### src/rtl/reg_alu_sequencer_if.sv
// Purpose: bundles the command handshake, keypad strobe, register-bank and ALU
//          connections of the reg/ALU sequencer into one interface.
// Ports (signals):
//   cmd_valid/cmd_ready/cmd_op/cmd_a/cmd_b/cmd_d : command handshake and fields
//   key_valid/key_code                           : keypad-encoder strobe and code
//   rf_addr_a/rf_addr_b/rf_addr_wr/rf_wdata/rf_we: register-bank control
//   rf_doa/rf_dob                                : register-bank read data
//   alu_sel/alu_out/alu_carry/alu_zero           : ALU select and results
//   result/carry_flag/zero_flag                  : captured status
//   done/err/key_overrun                         : completion, error, overrun
// Modports: slave = the sequencer, master = the surrounding datapath/driver.
interface reg_alu_sequencer_if #(
    parameter int DATA_W = 8,
    parameter int ADDR_W = 2,
    parameter int KEY_W  = 4
);
    logic              cmd_valid;
    logic              cmd_ready;
    logic [2:0]        cmd_op;
    logic [ADDR_W-1:0] cmd_a;
    logic [ADDR_W-1:0] cmd_b;
    logic [ADDR_W-1:0] cmd_d;
    logic              key_valid;
    logic [KEY_W-1:0]  key_code;
    logic [ADDR_W-1:0] rf_addr_a;
    logic [ADDR_W-1:0] rf_addr_b;
    logic [ADDR_W-1:0] rf_addr_wr;
    logic [DATA_W-1:0] rf_wdata;
    logic              rf_we;
    logic [DATA_W-1:0] rf_doa;
    logic [DATA_W-1:0] rf_dob;
    logic [1:0]        alu_sel;
    logic [DATA_W-1:0] alu_out;
    logic              alu_carry;
    logic              alu_zero;
    logic [DATA_W-1:0] result;
    logic              carry_flag;
    logic              zero_flag;
    logic              done;
    logic              err;
    logic              key_overrun;

    modport slave (
        input  cmd_valid, cmd_op, cmd_a, cmd_b, cmd_d,
        input  key_valid, key_code,
        input  rf_doa, rf_dob,
        input  alu_out, alu_carry, alu_zero,
        output cmd_ready,
        output rf_addr_a, rf_addr_b, rf_addr_wr, rf_wdata, rf_we,
        output alu_sel,
        output result, carry_flag, zero_flag,
        output done, err, key_overrun
    );

    modport master (
        output cmd_valid, cmd_op, cmd_a, cmd_b, cmd_d,
        output key_valid, key_code,
        output rf_doa, rf_dob,
        output alu_out, alu_carry, alu_zero,
        input  cmd_ready,
        input  rf_addr_a, rf_addr_b, rf_addr_wr, rf_wdata, rf_we,
        input  alu_sel,
        input  result, carry_flag, zero_flag,
        input  done, err, key_overrun
    );
endinterface

### src/rtl/reg_alu_sequencer.sv
// Purpose: command-driven controller for the keypad / register-bank / ALU
//          datapath. Accepts one command at a time (valid/ready), sequences
//          bank reads, the ALU operation and bank write-back, and loads
//          keypad codes into the bank.
// Ports:
//   clk   : system clock, all state on the rising edge
//   reset : asynchronous, active-high reset
//   bus   : reg_alu_sequencer_if.slave (command, key, bank, ALU and status)
module reg_alu_sequencer #(
    parameter int DATA_W = 8,
    parameter int ADDR_W = 2,
    parameter int KEY_W  = 4
) (
    input  logic                  clk,
    input  logic                  reset,
    reg_alu_sequencer_if.slave    bus
);

    typedef enum logic [1:0] {
        S_IDLE     = 2'd0,
        S_READ     = 2'd1,
        S_WAIT_KEY = 2'd2,
        S_WRITE    = 2'd3
    } state_t;

    localparam logic [2:0] OP_LOAD_KEY = 3'd4;
    localparam logic [2:0] OP_CLEAR    = 3'd5;

    state_t            state_q,       state_d;
    logic [2:0]        op_q,          op_d;
    logic [ADDR_W-1:0] a_q,           a_d;
    logic [ADDR_W-1:0] b_q,           b_d;
    logic [ADDR_W-1:0] d_q,           d_d;
    logic              rsv_q,         rsv_d;
    logic [DATA_W-1:0] wdata_q,       wdata_d;
    logic [DATA_W-1:0] result_q,      result_d;
    logic              carry_q,       carry_d;
    logic              zero_q,        zero_d;
    logic              key_pending_q, key_pending_d;
    logic [KEY_W-1:0]  key_buf_q,     key_buf_d;
    logic              key_overrun_q, key_overrun_d;
    logic              consume_s;

    // Next-state, command latch, datapath capture and key buffering.
    always_comb begin
        state_d       = state_q;
        op_d          = op_q;
        a_d           = a_q;
        b_d           = b_q;
        d_d           = d_q;
        rsv_d         = rsv_q;
        wdata_d       = wdata_q;
        result_d      = result_q;
        carry_d       = carry_q;
        zero_d        = zero_q;
        key_pending_d = key_pending_q;
        key_buf_d     = key_buf_q;
        key_overrun_d = key_overrun_q;
        consume_s     = 1'b0;

        case (state_q)
            S_IDLE: begin
                if (bus.cmd_valid) begin
                    op_d  = bus.cmd_op;
                    a_d   = bus.cmd_a;
                    b_d   = bus.cmd_b;
                    d_d   = bus.cmd_d;
                    rsv_d = 1'b0;
                    case (bus.cmd_op)
                        3'd0, 3'd1, 3'd2, 3'd3: begin
                            state_d = S_READ;
                        end
                        OP_LOAD_KEY: begin
                            if (key_pending_q) begin
                                wdata_d   = DATA_W'(key_buf_q);
                                result_d  = DATA_W'(key_buf_q);
                                consume_s = 1'b1;
                                state_d   = S_WRITE;
                            end else begin
                                state_d = S_WAIT_KEY;
                            end
                        end
                        OP_CLEAR: begin
                            wdata_d  = {DATA_W{1'b0}};
                            result_d = {DATA_W{1'b0}};
                            state_d  = S_WRITE;
                        end
                        default: begin
                            // Reserved opcode: report via done/err, no bank write.
                            rsv_d   = 1'b1;
                            state_d = S_WRITE;
                        end
                    endcase
                end else begin
                    state_d = S_IDLE;
                end
            end
            S_READ: begin
                // Bank read data has fed the ALU for this whole cycle.
                wdata_d  = bus.alu_out;
                result_d = bus.alu_out;
                carry_d  = bus.alu_carry;
                zero_d   = bus.alu_zero;
                state_d  = S_WRITE;
            end
            S_WAIT_KEY: begin
                if (bus.key_valid) begin
                    wdata_d  = DATA_W'(bus.key_code);
                    result_d = DATA_W'(bus.key_code);
                    state_d  = S_WRITE;
                end else if (key_pending_q) begin
                    // Only reachable when a key arrived on the accepting edge.
                    wdata_d   = DATA_W'(key_buf_q);
                    result_d  = DATA_W'(key_buf_q);
                    consume_s = 1'b1;
                    state_d   = S_WRITE;
                end else begin
                    state_d = S_WAIT_KEY;
                end
            end
            S_WRITE: begin
                state_d = S_IDLE;
            end
            default: begin
                state_d = S_IDLE;
            end
        endcase

        // Key capture; a key arriving on the consume edge becomes the new pending key.
        if (bus.key_valid && (state_q != S_WAIT_KEY)) begin
            key_pending_d = 1'b1;
            key_buf_d     = bus.key_code;
            if (key_pending_q && !consume_s) begin
                key_overrun_d = 1'b1;
            end else begin
                key_overrun_d = key_overrun_q;
            end
        end else if (consume_s) begin
            key_pending_d = 1'b0;
        end else begin
            key_pending_d = key_pending_q;
        end
    end

    // State and datapath registers with asynchronous reset.
    always_ff @(posedge clk or posedge reset) begin
        if (reset) begin
            state_q       <= S_IDLE;
            op_q          <= 3'd0;
            a_q           <= {ADDR_W{1'b0}};
            b_q           <= {ADDR_W{1'b0}};
            d_q           <= {ADDR_W{1'b0}};
            rsv_q         <= 1'b0;
            wdata_q       <= {DATA_W{1'b0}};
            result_q      <= {DATA_W{1'b0}};
            carry_q       <= 1'b0;
            zero_q        <= 1'b0;
            key_pending_q <= 1'b0;
            key_buf_q     <= {KEY_W{1'b0}};
            key_overrun_q <= 1'b0;
        end else begin
            state_q       <= state_d;
            op_q          <= op_d;
            a_q           <= a_d;
            b_q           <= b_d;
            d_q           <= d_d;
            rsv_q         <= rsv_d;
            wdata_q       <= wdata_d;
            result_q      <= result_d;
            carry_q       <= carry_d;
            zero_q        <= zero_d;
            key_pending_q <= key_pending_d;
            key_buf_q     <= key_buf_d;
            key_overrun_q <= key_overrun_d;
        end
    end

    // Strobes decode straight from the state register so reset drops them at once.
    assign bus.cmd_ready   = (state_q == S_IDLE);
    assign bus.rf_we       = (state_q == S_WRITE) && !rsv_q;
    assign bus.done        = (state_q == S_WRITE);
    assign bus.err         = (state_q == S_WRITE) && rsv_q;
    assign bus.rf_addr_a   = a_q;
    assign bus.rf_addr_b   = b_q;
    assign bus.rf_addr_wr  = d_q;
    assign bus.rf_wdata    = wdata_q;
    assign bus.alu_sel     = op_q[1:0];
    assign bus.result      = result_q;
    assign bus.carry_flag  = carry_q;
    assign bus.zero_flag   = zero_q;
    assign bus.key_overrun = key_overrun_q;

endmodule
### src/flat_wrapper.sv
// flat-port wrapper written by rule: the top's interface ports become plain ports
module reg_alu_sequencer_flat 
#(
    parameter int DATA_W = 8,
    parameter int ADDR_W = 2,
    parameter int KEY_W  = 4
)
  (clk, reset, bus_cmd_valid, bus_cmd_op, bus_cmd_a, bus_cmd_b, bus_cmd_d, bus_key_valid, bus_key_code, bus_rf_doa, bus_rf_dob, bus_alu_out, bus_alu_carry, bus_alu_zero, bus_cmd_ready, bus_rf_addr_a, bus_rf_addr_b, bus_rf_addr_wr, bus_rf_wdata, bus_rf_we, bus_alu_sel, bus_result, bus_carry_flag, bus_zero_flag, bus_done, bus_err, bus_key_overrun);
  reg_alu_sequencer_if #(.DATA_W(DATA_W), .ADDR_W(ADDR_W), .KEY_W(KEY_W)) bus_i ();
  input  logic clk;
  input  logic reset;
  input wire logic [$bits(bus_i.cmd_valid)-1:0] bus_cmd_valid;
  input wire logic [$bits(bus_i.cmd_op)-1:0] bus_cmd_op;
  input wire logic [$bits(bus_i.cmd_a)-1:0] bus_cmd_a;
  input wire logic [$bits(bus_i.cmd_b)-1:0] bus_cmd_b;
  input wire logic [$bits(bus_i.cmd_d)-1:0] bus_cmd_d;
  input wire logic [$bits(bus_i.key_valid)-1:0] bus_key_valid;
  input wire logic [$bits(bus_i.key_code)-1:0] bus_key_code;
  input wire logic [$bits(bus_i.rf_doa)-1:0] bus_rf_doa;
  input wire logic [$bits(bus_i.rf_dob)-1:0] bus_rf_dob;
  input wire logic [$bits(bus_i.alu_out)-1:0] bus_alu_out;
  input wire logic [$bits(bus_i.alu_carry)-1:0] bus_alu_carry;
  input wire logic [$bits(bus_i.alu_zero)-1:0] bus_alu_zero;
  output wire logic [$bits(bus_i.cmd_ready)-1:0] bus_cmd_ready;
  output wire logic [$bits(bus_i.rf_addr_a)-1:0] bus_rf_addr_a;
  output wire logic [$bits(bus_i.rf_addr_b)-1:0] bus_rf_addr_b;
  output wire logic [$bits(bus_i.rf_addr_wr)-1:0] bus_rf_addr_wr;
  output wire logic [$bits(bus_i.rf_wdata)-1:0] bus_rf_wdata;
  output wire logic [$bits(bus_i.rf_we)-1:0] bus_rf_we;
  output wire logic [$bits(bus_i.alu_sel)-1:0] bus_alu_sel;
  output wire logic [$bits(bus_i.result)-1:0] bus_result;
  output wire logic [$bits(bus_i.carry_flag)-1:0] bus_carry_flag;
  output wire logic [$bits(bus_i.zero_flag)-1:0] bus_zero_flag;
  output wire logic [$bits(bus_i.done)-1:0] bus_done;
  output wire logic [$bits(bus_i.err)-1:0] bus_err;
  output wire logic [$bits(bus_i.key_overrun)-1:0] bus_key_overrun;
  assign bus_i.cmd_valid = bus_cmd_valid;
  assign bus_i.cmd_op = bus_cmd_op;
  assign bus_i.cmd_a = bus_cmd_a;
  assign bus_i.cmd_b = bus_cmd_b;
  assign bus_i.cmd_d = bus_cmd_d;
  assign bus_i.key_valid = bus_key_valid;
  assign bus_i.key_code = bus_key_code;
  assign bus_i.rf_doa = bus_rf_doa;
  assign bus_i.rf_dob = bus_rf_dob;
  assign bus_i.alu_out = bus_alu_out;
  assign bus_i.alu_carry = bus_alu_carry;
  assign bus_i.alu_zero = bus_alu_zero;
  assign bus_cmd_ready = bus_i.cmd_ready;
  assign bus_rf_addr_a = bus_i.rf_addr_a;
  assign bus_rf_addr_b = bus_i.rf_addr_b;
  assign bus_rf_addr_wr = bus_i.rf_addr_wr;
  assign bus_rf_wdata = bus_i.rf_wdata;
  assign bus_rf_we = bus_i.rf_we;
  assign bus_alu_sel = bus_i.alu_sel;
  assign bus_result = bus_i.result;
  assign bus_carry_flag = bus_i.carry_flag;
  assign bus_zero_flag = bus_i.zero_flag;
  assign bus_done = bus_i.done;
  assign bus_err = bus_i.err;
  assign bus_key_overrun = bus_i.key_overrun;
  reg_alu_sequencer #(.DATA_W(DATA_W), .ADDR_W(ADDR_W), .KEY_W(KEY_W)) u_core (.clk(clk), .reset(reset), .bus(bus_i));
endmodule
### config.mk
export PLATFORM = sky130hd
export DESIGN_NAME = reg_alu_sequencer_flat
export DESIGN_NICKNAME = d
export VERILOG_FILES = /design/src/rtl/reg_alu_sequencer_if.sv /design/src/rtl/reg_alu_sequencer.sv /design/src/flat_wrapper.sv
export SDC_FILE = /design/constraint.sdc
export NUM_CORES = 1
export LEC_CHECK = 0
export BUFFER_PORTS_ARGS = -buffer_cell sky130_fd_sc_hd__buf_2
export CAP_MARGIN = 20
export CORE_ASPECT_RATIO = 1.4
export CORE_UTILIZATION = 41
export CTS_BUF_LIST = sky130_fd_sc_hd__clkbuf_16
export CTS_CLUSTER_SIZE = 30
export DETAILED_ROUTE_END_ITERATION = 8
export GPL_ROUTABILITY_DRIVEN = 1
export GPL_TIMING_DRIVEN = 1
export PLACE_DENSITY = 0.78
export SLEW_MARGIN = 20
export SYNTH_ARGS = -nofsm -noshare
export SYNTH_HDL_FRONTEND = slang
export SYNTH_SLANG_ARGS = --single-unit
### constraint.sdc
create_clock -name clk -period 1.61 [get_ports clk]
set_input_delay 0.0805 -clock clk [delete_from_list [all_inputs] [get_ports clk]]
set_output_delay 0.0805 -clock clk [all_outputs]
set_load 0.005 [all_outputs]
## Word level (Yosys, flattened, before mapping)

Index checks and enable logic that the tools add are counted.

- Latch bits: 0
- Logic and storage cells: 62
- Memories kept: 0
- Memory bits (read-only): 0
- Flip-flop bits (word level): 35
- Output and inout port bits: 31
- RAM bits: 0
- Input port bits: 43

- Add/subtract/negate cells: 0
- Divide/modulo/power cells: 0
- Muxes and demuxes: 23
- Order comparisons: 0
- Multipliers: 0
- Reduce and logical (&&, ||, !) cells: 15
- Eq/ne operators: 11
- Bitwise logic cells: 0
- Shift operators: 0

Operators with widths:

| operator | count |
|---|---|
| 8-bit two-way mux | 6 |
| 8-bit case mux with 3 select lines | 2 |
| 8-bit case mux with 2 select lines | 2 |
| 1-bit two-way mux | 8 |
| 2-bit case mux with 4 select lines | 1 |
| 3-bit by 2-bit equality test with 1-bit output, second input constant | 2 |
| 3-bit equality test, second input constant | 2 |
| 6-bit OR reduction | 1 |
| 2-bit equality test, second input constant | 2 |
| 1-bit logical AND | 4 |
| 2-bit two-way mux | 2 |
| 2-bit != test, second input constant | 2 |
| 2-bit case mux with 2 select lines | 1 |
| 2-bit AND reduction | 2 |
| 4-bit OR reduction | 1 |
| 3-bit by 1-bit equality test with 1-bit output, second input constant | 1 |
| 3-bit logical NOT | 1 |
| 3-bit by 1-bit != test with 1-bit output, second input constant | 1 |
| 3-bit AND reduction | 1 |
| 3-bit nonzero test | 1 |
| 2-bit by 1-bit equality test with 1-bit output, second input constant | 1 |
| 1-bit logical NOT | 2 |
| 2-bit logical NOT | 1 |
| 1-bit case mux with 2 select lines | 1 |
| 2-bit nonzero test | 1 |

## Longest topological paths before layout

- Depth in word-level cells: 7
- Depth in mapped cells: 7
- Mapped depth without buffers: 6

## Worst setup path before layout

OpenSTA, ideal clock, no wires.

- Kind: flip-flop to flip-flop
- Start: register u_core.state_q[0]
- End: register u_core.result_q[4], in the netlist u_core.bus.result[4]
- Required time: 1,489 ps
- Path buffers: 0
- Setup time: 121 ps
- Cell stages (with the launch flop): 7
- Arrival: 1,480 ps
- Setup slack: 9 ps
- Clock period less this slack: 1,601 ps
- Path through: dfrtp_1 -> inv_1 -> ha_1 -> and4bb_1 -> a21o_1 -> o21ai_4 -> a22o_1

- Cells in the longest elaborated chain, start to end: 3
- Elaborated cells on any way between the ends: 8
- Those cells by class: 4 x eq/ne; 1 x mux; 3 x reduce/logical

Ends and longest elaborated chain:

| what | RTL line | text |
|---|---|---|
| start, declared | reg_alu_sequencer.sv:29 | `state_t state_q, state_d;` |
| start signal, assigned | reg_alu_sequencer.sv:162 | `state_q <= state_d;` |
| 2-bit logical NOT, or another cell as far along | reg_alu_sequencer.sv:61 | `case (state_q)` |
| 3-bit by 1-bit != test with 1-bit output (no line), or another cell as far along | -- |  |
| 3-bit AND reduction (no line) | -- |  |
| end signal, assigned | reg_alu_sequencer.sv:155 | `result_q <= {DATA_W{1'b0}};` |
| end signal, assigned | reg_alu_sequencer.sv:169 | `result_q <= result_d;` |
| end, declared | reg_alu_sequencer.sv:36 | `logic [DATA_W-1:0] result_q, result_d;` |

Several ways; a longest one is shown, not always the timed one.
A chain may end at the register's enable or synchronous reset.

## Worst setup path in the final report

- Start: register u_core.state_q[0]
- End: register u_core.wdata_q[4], in the netlist u_core.bus.rf_wdata[4]

- Cells in the longest elaborated chain, start to end: 3
- Elaborated cells on any way between the ends: 8
- Those cells by class: 4 x eq/ne; 1 x mux; 3 x reduce/logical

Ends and longest elaborated chain:

| what | RTL line | text |
|---|---|---|
| 2-bit logical NOT, or another cell as far along | reg_alu_sequencer.sv:61 |  |
| 3-bit by 1-bit != test with 1-bit output (no line), or another cell as far along | -- |  |
| 3-bit AND reduction (no line) | -- |  |
| end signal, assigned | reg_alu_sequencer.sv:154 | `wdata_q <= {DATA_W{1'b0}};` |
| end signal, assigned | reg_alu_sequencer.sv:168 | `wdata_q <= wdata_d;` |
| end, declared | reg_alu_sequencer.sv:35 | `logic [DATA_W-1:0] wdata_q, wdata_d;` |

Several ways; a longest one is shown, not always the timed one.

==> run_results.csv <==
group,metric,value,unit
cts,cts.htree.levels,2,
pwr,power_density,1980,nW/µm²
setup_path,crit_type,"flop to flop",
min_path,hold-path-cell-count,2,
setup_path,rr_startpoint,"u_core.state_q[0]",
route,dr.first_iter.drc_count,16,
setup_path,cp_max_fo,8,
cts,max-clock-path-buffers,2,
route,avgViaCountPerCell,5.09,
timing,max_freq,0.641,GHz
setup_path,cp-start-kind,"flop",
synth,synth.ff_latch_count,35,
route,first_pass_iters,4,
cts,cts.root.buffer_cell,"clkbuf_16",
route,drc,0,
setup_path,crit-reg2reg-capture,"u_core.bus.rf_wdata[4]",
cts,tritoncts_clock_tree,"done",
timing,timing_worst_slew_pin_value,429,ps
global_routing,global_route.usage.total,0.180,
timing,setup_violations,0,
timing,finalClockSkew,6.42,ps
finish,nets,251,
global_routing,grt_max_degree,36,
min_path,min_to,"u_core.bus.rf_addr_b[1]",
floorplanning,die-area,4120,µm²
floorplanning,rows,26,
placement,place_congestion,0.851,
floorplanning,height_of_the_chip,75.5,µm
min_path,min-delay-start,"bus_cmd_b[1]",
synth,post_synth_num_cell_types,29,
timing,max_slew_violation_total_from_the_final_report,0,
placement,port-buffer-count,57,
setup_path,worst-endpoint-arrival,1710,ps
timing,finalCritPeriodShare,0.968,
floorplanning,boundaryPins,74,
global_routing,grt_first_pass_wirelength,5300,µm
finish,layout_commonest_cell,"buf_2",
global_routing,first_global_vias,1315,
setup_path,crit_start,"u_core.state_q[0]",
placement,dp_hpwl,2450,µm
setup_path,worst-r2r-setup-slack,50,ps
pwr,worst_ir_drop_vdd,1200,µV
synth,synth-edff-count,0,
synth,synth_area,1580,µm²
cts,cts_bufs_inserted,5,
timing,finalWorstPathRequiredPeriod,1560,ps
synth,syn_nets,181,
global_routing,globalRoute.totalOverflow,0,
setup_path,critical_path_required,1760,ps
timing,fin_setup_tns,0,ps
setup_path,ff2ff_path_depth,6,
finish,diodes,0,
run_status,status,"complete, no violations",
floorplanning,initial_core_util,0.431,
timing,relSlewSlack,0.714,
cts,clk_pin_slew_worst_paths,50,ps
route,wl_per_cell,12.8,µm
finish,area.sequential,876,µm²
synth,seq_area_frac_synth,0.553,
synth,yosys_warnings,0,
synth,post_synth_inst_count,134,
cts,worstSkewPairLatency,270,ps
run,drv_cap,0,
route,totalWireLength,3160,µm
finish,syn_to_final_growth,36.7,%
synth,synthesis.area_per_instance,11.8,µm²
floorplanning,fp.coreArea,3680,µm²
synth,dominantRegCellSynth,"dfrtp_1",
setup_path,worstSetupEndpointType,"flop",
global_routing,grt_antenna_before_repair,0,
pwr,cellLeakagePower,1.09,nW
finish,fillerInstances,342,
timing,fin_hold_ws,35.6,ps
floorplanning,die_width,54.5,µm
timing,grt_setup_unrepaired,"yes",
finish,fin_util,0.589,
finish,layout-drive-gt1-share,0.493,
min_path,min-delay-path-class,"input port to flop",
cts,cts_num_sinks,35,
route,antenna_left,0,
finish,area_occupied_by_multi_input_gates,679,µm²
route,vias,1258,
finish,final_cell_mix,"buf_2 (57), dfrtp_1 (35), mux2_2 (14)",
synth,synth-async-reset-ratio,1.00,
timing,hold_violations,0,
repair_timing:
| action | in CTS | in global routing |
|---|---|---|
| hold buffers | 1 | 0 |
| endpoints found under the setup margin | 16 | 16 |
| buffers inserted | 0 | 1 |
| gates resized for setup | 6 | 7 |
| hold endpoints to repair | 35 | 0 |
| pin swaps | 2 | 3 |
worst max path at each step:
| stage | end | slack, ps | depth (start not counted) |
|---|---|---|---|
| after floorplan | u_core.bus.result[4] | 9 | 6 |
| after CTS | u_core.bus.rf_wdata[4] | 0.4 | 6 |
| after detailed placement | u_core.bus.rf_wdata[3] | -30 | 7 |
| final | u_core.bus.rf_wdata[4] | 50 | 6 |
| after global placement | u_core.bus.rf_wdata[3] | -20 | 7 |
| after global routing | u_core.bus.result[4] | -20 | 6 |
cells in the mapped netlist, drive strengths merged (3+ instances only):
master | instances | area (µm²)
a32oi | 4 | 35.0
dfrtp | 35 | 876
inv | 13 | 48.8
nand2b | 3 | 28.8
o21ai | 16 | 95.1
nor2 | 3 | 11.3
mux2 | 14 | 158
nand2 | 8 | 30.0
buf | 3 | 15.0
a211oi | 4 | 30.0
nor2b | 6 | 37.5
a22o | 8 | 70.1
ha | 4 | 50.1
state kept, by name, summed over array words and instances (netlist names):
name                    flops
u_core.op_q                 2
u_core.bus.zero_flag        1
u_core.bus.result           8
u_core.key_buf_q            4
u_core.bus.rf_addr_wr       2
u_core.bus.rf_addr_b        2
u_core.bus.key_overrun      1
u_core.key_pending_q        1
u_core.state_q              2
u_core.bus.rf_wdata         8
u_core.rsv_q                1
u_core.bus.carry_flag       1
u_core.bus.rf_addr_a        2
layer usage:
metal  up-vias  global-route usage  part of all wire
met5         -                   0                 0
met4         0              0.0883             0.023
met3        10              0.0419             0.059
met2        47               0.328              0.51
met1       589               0.188              0.40
li1        612                   -                 -
report_power, final:
group | internal (mW) | switching [mW]
Clock | 0.557 | 0.314
Sequential | 1.24 | 0.202
Combinational | 1.02 | 0.964
through the flow:
step / setup WS [ps] / power, mW / area [µm²] / cells
final: 51.1 / 4.30 / 2160 / 247
after detailed placement: -32.5 / 3.27 / 1970 / 237
after global routing: -22.3 / 4.63 / 2160 / 247
after floorplan: 8.84 / 2.62 / 1580 / 134
after global placement: -18.7 / 3.22 / 1970 / 237
after CTS: 0.403 / 4.25 / 2140 / 246
logic make-up (layout without fill, tap and decap cells):
logic type | count (synthesis) | in the layout | share of synthesized area
buffers and inverters | 18 | 89 | 0.0450
multiplexers | 14 | 14 | 0.0995
flip-flops | 35 | 35 | 0.553
AO/OA/AOI/OAI | 37 | 37 | 0.174
AND/OR/NAND/NOR | 25 | 25 | 0.0900
adder cells (fa/ha/maj) | 5 | 5 | 0.0387
cell type report:
cell class                      instances  area share
Inverter                               13      0.0225
Clock buffer                            5      0.0578
Multi-Input combinational cell         81       0.314
Sequential cell                        35       0.405
Timing Repair Buffer                   68       0.171
Tap cell                               42      0.0243
Clock inverter                          3     0.00578
worst max-delay path, cell delays in order, from the launching register on:
cell,delay [ps]
dfrtp_1,380
inv_2,80
ha_4,200
and4bb_1,280
a21o_1,170
o21ai_4,100
a22o_1,220
Note: power is estimated with default switching activity, not from simulation.
